## config.mk

```make
export PLATFORM = sky130hd
export DESIGN_NAME = muldiv_unit
export DESIGN_NICKNAME = d
export VERILOG_FILES = /design/src/rtl/muldiv_pkg.sv /design/src/rtl/muldiv_div_core.sv /design/src/rtl/muldiv_unit.sv
export SDC_FILE = /design/constraint.sdc
export NUM_CORES = 2
export LEC_CHECK = 0
export ABC_AREA = 1
export ABC_CLOCK_PERIOD_IN_PS = 10850
export BUFFER_PORTS_ARGS = -buffer_cell sky130_fd_sc_hd__buf_2
export CAP_MARGIN = 15
export CORE_MARGIN = 10
export CORE_UTILIZATION = 45
export CTS_CLUSTER_SIZE = 10
export DETAILED_ROUTE_END_ITERATION = 16
export SETUP_SLACK_MARGIN = 0.3
export SLEW_MARGIN = 20
export SYNTH_ARGS = -nofsm -noshare
export SYNTH_HDL_FRONTEND = slang
export SYNTH_SLANG_ARGS = --single-unit
```

## constraint.sdc

```tcl
create_clock -name clk -period 10.85 [get_ports clk]
set_input_delay 0.5425 -clock clk [delete_from_list [all_inputs] [get_ports clk]]
set_output_delay 0.5425 -clock clk [all_outputs]
set_load 0.01 [all_outputs]
```

## src/rtl/muldiv_pkg.sv

```systemverilog
// Shared definitions for the HI/LO multiply/divide unit: op encodings, FSM states,
// default divide iteration count and a sign-magnitude helper.
package muldiv_pkg;

  typedef enum logic [2:0] {
    OP_MULT  = 3'd0,
    OP_MULTU = 3'd1,
    OP_DIV   = 3'd2,
    OP_DIVU  = 3'd3,
    OP_MTHI  = 3'd4,
    OP_MTLO  = 3'd5
  } op_e;

  typedef enum logic [1:0] {
    S_IDLE,
    S_MUL,
    S_DIV
  } state_e;

  localparam int DIV_ITER_DEF = 32;

  // Magnitude of v when it is a negative signed value, otherwise v unchanged.
  function automatic logic [31:0] mag(input logic [31:0] v, input logic sgn);
    return (sgn && v[31]) ? (~v + 32'd1) : v;
  endfunction

endpackage

```

## src/rtl/muldiv_div_core.sv

```systemverilog
// Restoring unsigned divider: one quotient bit per cycle on magnitudes.
// done is asserted during the last step; quotient/remainder show that step's result.
module div_core
  import muldiv_pkg::*;
#(
  parameter int DIV_ITER = DIV_ITER_DEF
) (
  input  logic        clk,
  input  logic        rst_n,
  input  logic        start,
  input  logic        abort,
  input  logic [31:0] dividend,
  input  logic [31:0] divisor,
  output logic        done,
  output logic [31:0] quotient,
  output logic [31:0] remainder
);

  localparam int CW = (DIV_ITER > 1) ? $clog2(DIV_ITER) : 1;

  logic          active;
  logic [CW-1:0] cnt;
  logic [31:0]   rem, quo, dvs;
  logic [32:0]   rem_sh, diff;
  logic          ge;
  logic [31:0]   rem_nx, quo_nx;

  always_comb begin
    rem_sh = {rem, quo[31]};
    diff   = rem_sh - {1'b0, dvs};
    ge     = ~diff[32];
    rem_nx = ge ? diff[31:0] : rem_sh[31:0];
    quo_nx = {quo[30:0], ge};
  end

  assign done      = active && (cnt == CW'(DIV_ITER - 1));
  assign quotient  = quo_nx;
  assign remainder = rem_nx;

  always_ff @(posedge clk) begin
    if (!rst_n) begin
      active <= 1'b0;
      cnt    <= '0;
      rem    <= '0;
      quo    <= '0;
      dvs    <= '0;
    end else if (abort) begin
      active <= 1'b0;
      cnt    <= '0;
    end else if (start) begin
      active <= 1'b1;
      cnt    <= '0;
      rem    <= '0;
      quo    <= dividend;
      dvs    <= divisor;
    end else if (active) begin
      rem <= rem_nx;
      quo <= quo_nx;
      if (done) begin
        active <= 1'b0;
        cnt    <= '0;
      end else begin
        cnt <= cnt + CW'(1);
      end
    end
  end

endmodule

```

## src/rtl/muldiv_unit.sv

```systemverilog
// HI/LO multiply/divide unit: FSM, operand latching, sign fix-up and HI/LO registers.
// Divide by zero is run through the MUL state with the result write suppressed.
module muldiv_unit
  import muldiv_pkg::*;
#(
  parameter int DIV_ITER = DIV_ITER_DEF
) (
  input  logic        clk,
  input  logic        rst_n,
  input  logic        op_valid,
  input  logic [2:0]  op,
  input  logic [31:0] data_a,
  input  logic [31:0] data_b,
  input  logic        flush,
  output logic        stall_req,
  output logic [31:0] hi,
  output logic [31:0] lo,
  output logic        busy
);

  state_e      state, state_nx;
  logic [31:0] a_q, b_q;
  logic        sgn_q, mul_wr_q, neg_q, neg_r;

  logic        accept, is_mul, is_div, sgn_op, b_zero, div_start;
  logic        div_done;
  logic [31:0] div_quo, div_rem;
  logic [63:0] a_ext, b_ext, product;

  assign accept    = op_valid && (state == S_IDLE) && !flush;
  assign is_mul    = (op == OP_MULT) || (op == OP_MULTU);
  assign is_div    = (op == OP_DIV)  || (op == OP_DIVU);
  assign sgn_op    = (op == OP_MULT) || (op == OP_DIV);
  assign b_zero    = (data_b == 32'd0);
  assign div_start = accept && is_div && !b_zero;

  assign busy      = (state != S_IDLE);
  // MUL is always a final cycle, so only an unfinished divide extends the stall.
  assign stall_req = (accept && (is_mul || is_div)) || ((state == S_DIV) && !div_done);

  assign a_ext   = sgn_q ? {{32{a_q[31]}}, a_q} : {32'd0, a_q};
  assign b_ext   = sgn_q ? {{32{b_q[31]}}, b_q} : {32'd0, b_q};
  assign product = a_ext * b_ext;

  div_core #(.DIV_ITER(DIV_ITER)) u_div (
    .clk       (clk),
    .rst_n     (rst_n),
    .start     (div_start),
    .abort     (flush),
    .dividend  (mag(data_a, sgn_op)),
    .divisor   (mag(data_b, sgn_op)),
    .done      (div_done),
    .quotient  (div_quo),
    .remainder (div_rem)
  );

  always_comb begin
    state_nx = state;
    if (flush) begin
      state_nx = S_IDLE;
    end else begin
      case (state)
        S_IDLE: begin
          if (accept && is_mul)      state_nx = S_MUL;
          else if (accept && is_div) state_nx = b_zero ? S_MUL : S_DIV;
        end
        S_MUL:   state_nx = S_IDLE;
        S_DIV:   if (div_done) state_nx = S_IDLE;
        default: state_nx = S_IDLE;
      endcase
    end
  end

  always_ff @(posedge clk) begin
    if (!rst_n) begin
      state    <= S_IDLE;
      hi       <= '0;
      lo       <= '0;
      a_q      <= '0;
      b_q      <= '0;
      sgn_q    <= 1'b0;
      mul_wr_q <= 1'b0;
      neg_q    <= 1'b0;
      neg_r    <= 1'b0;
    end else begin
      state <= state_nx;
      if (accept) begin
        a_q      <= data_a;
        b_q      <= data_b;
        sgn_q    <= sgn_op;
        mul_wr_q <= is_mul;
        neg_q    <= sgn_op && (data_a[31] ^ data_b[31]);
        neg_r    <= sgn_op && data_a[31];
        if (op == OP_MTHI) hi <= data_a;
        if (op == OP_MTLO) lo <= data_a;
      end
      if (!flush && (state == S_MUL) && mul_wr_q) begin
        hi <= product[63:32];
        lo <= product[31:0];
      end
      if (!flush && (state == S_DIV) && div_done) begin
        lo <= neg_q ? (~div_quo + 32'd1) : div_quo;
        hi <= neg_r ? (~div_rem + 32'd1) : div_rem;
      end
    end
  end

endmodule

```

# Yosys cells after proc, flatten, opt, wreduce, memory -nomap -nowiden
# Index checks and enable logic that the tools add are counted.
# word_totals
regBits,236
in_bits,71
output_inout_bits,66
# op_classes
addsub,6
multipliers,1
n_eq_ne,10
n_mux,28
bitwise_logic,8
reduce_logical,38
# ops
cell,count
32-bit 2-to-1 mux,17
"32-bit by 1-bit adder with 32-bit output, second input constant",4
64-bit 2-to-1 mux,2
32-bit inverter,4
64-bit by 64-bit multiplier with 64-bit output,1
33-bit by 32-bit subtractor with 33-bit output,1
32-bit zero test,1
1-bit logical AND,15
2-bit AND reduction,5
3-bit nonzero test,3
2-bit 2-to-1 mux,4
"3-bit by 2-bit == test with 1-bit output, second input constant",2
"3-bit == test, second input constant",2
"5-bit by 1-bit adder with 5-bit output, second input constant",1
"5-bit == test, second input constant",1
1-bit logical OR,5
5-bit 2-to-1 mux,1
2-bit one-hot mux with 2 select lines,1
2-bit nonzero test,2
"3-bit by 1-bit == test with 1-bit output, second input constant",1
1-bit zero test,3
3-bit zero test,1
1-bit 2-to-1 mux,3
"3-bit by 1-bit inequality test with 1-bit output, second input constant",1
8 further kinds,10

# Longest topological paths before layout
# logic_depth
ltp_word,7
ltp_mapped,43

# By module
# From an unflattened synthesis, not the netlist that was laid out.
# hier_totals
cells_unflattened,8790
area_unflattened_um2,66237.3
# modules_own_cells
mod,n_inst,cells_per_inst,area_per_inst_um2,seq_area_each_um2
muldiv_unit,1,7570,58743.8,2682.6
div_core,1,1220,7493.4,2042.0

# Worst setup path before layout
# Ideal clock, no wire load.
# synth_timing
path_type,reg-to-reg
start,reg a_q[31]
end,reg hi[31]
arrival_ns,8.780
required_ns,10.730
setup_slack_ns,1.951
path_stages_with_launch,37
synth_period_minus_slack_ns,8.899
cell_sequence,dfxtp_1 -> clkbuf_1 -> nand2_1 -> clkinv_1 -> clkbuf_1 -> nand2_1 -> fa_1 -> inv_1 -> fa_1 -> fa_1 -> inv_1 -> fa_1 -> inv_1 -> fa_1 -> fa_1 -> fa_1 -> inv_1 -> fa_1 -> inv_1 -> fa_1 -> inv_1 -> fa_1 -> inv_1 -> ha_1 -> nand2_1 -> nor3_1 -> inv_1 -> nor2_1 -> nand2_1 -> nor4_1 -> nand2_1 -> o2111ai_1 -> nand3_1 -> nand3_1 -> nand2_1 -> a21oi_1 -> a21oi_1
# synth_between
elab_chain_cells,4
# synth_lines
item,line,text
"start, declared",muldiv_unit.sv:22,"logic [31:0] a_q, b_q;"
"start signal, assigned",muldiv_unit.sv:88,a_q <= data_a;
64-bit 2-to-1 mux,muldiv_unit.sv:41,"assign a_ext = sgn_q ? {{32{a_q[31]}}, a_q} : {32'd0, a_q};"
64-bit by 64-bit multiplier with 64-bit output,muldiv_unit.sv:43,assign product = a_ext * b_ext;
32-bit 2-to-1 mux,muldiv_unit.sv:97,if (!flush && (state == S_MUL) && mul_wr_q) begin
32-bit 2-to-1 mux,muldiv_unit.sv:101,if (!flush && (state == S_DIV) && div_done) begin
"end signal, assigned",muldiv_unit.sv:94,if (op == OP_MTHI) hi <= data_a;
"end signal, assigned",muldiv_unit.sv:98,hi <= product[63:32];
"end signal, assigned",muldiv_unit.sv:103,hi <= neg_r ? (~div_rem + 32'd1) : div_rem;
"end, declared",muldiv_unit.sv:16,"output logic [31:0] hi,"
# Every way passes these cells.
# A chain may end at the register's enable or synchronous reset.

# Worst setup path after layout
# layout_timing
start,reg sgn_q
end,reg hi[14]
# layout_between
elab_chain_cells,4
word_cells_on_any_way,5
cone_classes,mul (1); mux (4)
# layout_lines
item,line,text
"start, declared",muldiv_unit.sv:23,"logic sgn_q, mul_wr_q, neg_q, neg_r;"
"start signal, assigned",muldiv_unit.sv:90,sgn_q <= sgn_op;
"64-bit 2-to-1 mux, on equally long branches","muldiv_unit.sv:41, muldiv_unit.sv:42",
64-bit by 64-bit multiplier with 64-bit output *,muldiv_unit.sv:43,
32-bit 2-to-1 mux *,muldiv_unit.sv:97,
32-bit 2-to-1 mux *,muldiv_unit.sv:101,
# Mark *: on every way between the ends. The rest lies on a longest branch, timed or not.

==> flow_metrics.py <==
metrics = {
    "yosys": {
        "synth_nets": 10500,
        "netlist_instances": 8659,
        "ys_ff_latch": 236,
        "syn_area_sq_um": 65540,
        "synth_area_leader_cell": "fa_1",
        "synth_ff_type": "dfxtp_1",
        "yosysMostFrequentCell": "inv_1",
        "synth_async_sr_flop_share_pct": 0,
        "ys_seq_area_share_pct": 7.208,
        "avgSynthCellArea_sq_um": 7.569,
        "synth_edf_count": 0,
        "ys_types": 58,
        "yosys-top-cells-count": "inv_1, nand2_1, fa_1, nor2_1, a21oi_1",
        "ys.warnings.count": 0,
        "yosysTopAreaCellShare_pct": 43.37,
        "synth_area_leaders": "fa_1, inv_1, nand2_1",
    },
    "worst_setup_path": {
        "crit_required_ns": 11.33,
        "cp.arrival_ns": 10.38,
        "crit_type": "reg -> reg",
        "timing.rr.end": "hi[14]",
        "crit_end": "hi[14]",
        "r2r_cells": 34,
        "cpPeakStageDelay_ns": 0.77,
        "rrSetupSlack_ns": 0.95,
        "critPathMaxFanout": 9,
        "startpoint_type": "register",
        "worstSetupEndpointType": "register",
        "r2r_start": "sgn_q",
        "cp_slowest_cell": "fa_2",
        "crit_path_start": "sgn_q",
    },
    "routing": {
        "drtIter0Drc": 4555,
        "antenna_left": 0,
        "routed_wl_um": 237600,
        "wl_per_cell_um": 22.66,
        "first_pass_iters": 6,
        "num_vias": 54890,
        "drcViolationCount": 0,
        "via_per_inst": 5.234,
    },
    "flow_run": {
        "cap_violations": 0,
    },
    "clocking": {
        "cts_max_path_buffers": 3,
        "postCtsHoldBufs": 0,
        "cts.clk_slew.worst_paths_ns": 0.06,
        "ctsResizeCount": 0,
        "cts_sinks": 236,
        "tritoncts": "yes",
        "ctsHtreeMaxLevel": 2,
        "clk-insertion-delay-late_ns": 0.61,
        "root_buffer": "clkbuf_16",
        "numCtsBuffers": 35,
        "postCtsSetupBuffers": 0,
    },
    "grt": {
        "antenna_found_initial": 12,
        "grt_max_degree": 96,
        "grt_pass1_wl_um": 363800,
        "grt_pass1_vias": 57760,
        "grt_use_total_pct": 29.57,
        "grt_overflow": 0,
    },
    "pwr": {
        "cell_internal_pwr_mw": 2.846,
        "clkPwrFrac_pct": 21.2,
        "p_per_area_nw_per_um2": 85.99,
        "power_frac_comb_pct": 62.4,
        "ir_drop_mv": 0.1214,
        "leakage_nw": 39.97,
        "p_sw_share_pct": 52.22,
        "power_mw": 5.956,
        "p_seq_share_pct": 16.5,
        "p_sw_mw": 3.110,
    },
    "timing": {
        "timing.final.max_slew_violations": 0,
        "tns_ns": 0,
        "final_min_period_over_clock_period_pct": 91.21,
        "rsz0062_at_grt": "no",
        "slew_headroom_pct": 18.10,
        "hold_viol_final": 0,
        "holdWs_ns": 0.2581,
        "period_minus_slack_ns": 9.896,
        "tightest_slew_ns": 1.227,
        "fmax_mhz": 101.0,
        "setup_violations": 0,
        "skew_ns": 0.03262,
    },
    "placed_design": {
        "gp_congestion": 1.018,
        "place_hpwl_um": 196200,
        "portBuffers": 136,
    },
    "floorplan": {
        "initial_core_util_pct": 45.46,
        "die_area_sq_um": 161300,
        "die_w_um": 401.6,
        "die_h_um": 401.6,
        "rows": 139,
        "core-area_sq_um": 144200,
        "ios": 137,
    },
    "cells_and_area": {
        "area_growth_pct": 5.668,
        "fin_nets": 10400,
        "multi_input_area_sq_um": 49670,
        "ff_latch_area_sq_um": 4740,
        "nFillCells": 14510,
        "layout-drive-gt1-share_pct": 5.035,
    },
    "run_status": {
        "run_status": "complete, no violations",
    },
    "hold_path": {
        "hp-class": "in -> reg",
    },
}
[worst min-delay path by stage]
stage	cells past startpoint	startpoint	slack, ns	to
detailed placement	2	u_div.dvs[12]	0.46	u_div.dvs[12]
global route	3	data_b[7]	0.24	b_q[7]
floorplan	2	u_div.dvs[12]	0.44	u_div.dvs[12]
global placement	2	lo[3]	0.45	lo[3]
finish	3	data_b[7]	0.26	b_q[7]
CTS	3	data_b[7]	0.23	b_q[7]
[placed cells by master, fill, tap and decap left out, drive strengths merged, types with 4 or more instances in the layout]
cell    netlist  routed
ha          346     346
clkbuf      354      44
a21oi       393     393
nand3       208     208
dfxtp       236     236
bufinv        0       5
a211oi       10      10
nand2      1969    1969
xor2         78      78
inv        2573    2574
a21o         14      14
nand3b       13      13
and3          4       4
o31ai         5       5
nor2        422     422
xnor2        51      51
clkinv        6      11
nor4         14      14
o21ai       326     326
o211ai       10      10
a221oi        8       8
nand4        37      37
or2          24      24
fa         1420    1420
nor3         34      34
o21bai       23      23
buf          23     243
o221ai       20      20
a31oi        20      20
[power by group through the flow]
stage,registers (mW),logic [mW],clock network (mW)
CTS,0.979,3.68,1.28
global route,0.983,4.14,1.31
global placement,0.997,3.64,0
detailed placement,0.997,3.61,0
floorplan,0.930,2.43,0
finish,0.981,3.71,1.26
[final cells by class]
cell class                      instances  area share, %
Antenna cell                            3        0.01084
Clock buffer                           44          1.386
Clock inverter                         11         0.3378
Inverter                             2579          13.98
Multi-Input combinational cell       5467          71.72
Sequential cell                       236          6.843
Tap cell                             1903          3.438
Timing Repair Buffer                  243          2.291
[critical path: cells and delay by family (launching register included)]
kind	cells	cell delay (ns)
flip-flops	1	0.32
adder cells (fa/ha/maj)	11	6.13
buffers and inverters	10	1.17
AO/OA/AOI/OAI	4	0.59
AND/OR/NAND/NOR	9	1.52
[flip-flops by register name, indices dropped and copies added, names as in the netlist]
name          cells
u_div.quo        32
u_div.dvs        32
u_div.cnt         5
a_q              32
u_div.rem        32
sgn_q             1
lo               32
hi               32
mul_wr_q          1
u_div.active      1
state             2
b_q              32
neg_r             1
neg_q             1
[kinds of logic (layout without fill, tap and decap cells)]
kind of cell / count (synthesis) / count (layout) / synth area share (%)
and+or+nand+nor: 2730 / 2730 / 16.97
buffers and inverters: 2956 / 2877 / 17.06
adders and majority gates: 1766 / 1766 / 49.98
xor gates and xnor gates: 130 / 130 / 1.758
other: 0 / 3 / 0
DFF: 236 / 236 / 7.208
AOI/OAI and AO/OA: 841 / 841 / 7.023
[per-layer routing]
layer,track usage (%),share of wire [%],wire (um)
met4,10.55,4.3,10260
met3,6.260,9.1,21620
met1,39.81,41,98580
met5,0,0.028,67
met2,46.90,45,107000
[per-stage QoR]
| step | area, sq um | utilization [%] | cells | setup WS, ns |
|---|---|---|---|---|
| 6_report | 69260 | 48.04 | 10490 | 0.9535 |
| 5_1_grt | 69260 | 48.04 | 10490 | 0.3812 |
| 4_1_cts | 69250 | 48.03 | 10480 | 0.8332 |
| 3_5_place_dp | 68050 | 47.20 | 10430 | 0.8899 |
| 3_3_place_gp | 68030 | 47.19 | 10430 | 0.8597 |
| 2_1_floorplan | 65540 | - | 8659 | 1.951 |
Note: power is estimated with default switching activity, not from simulation.
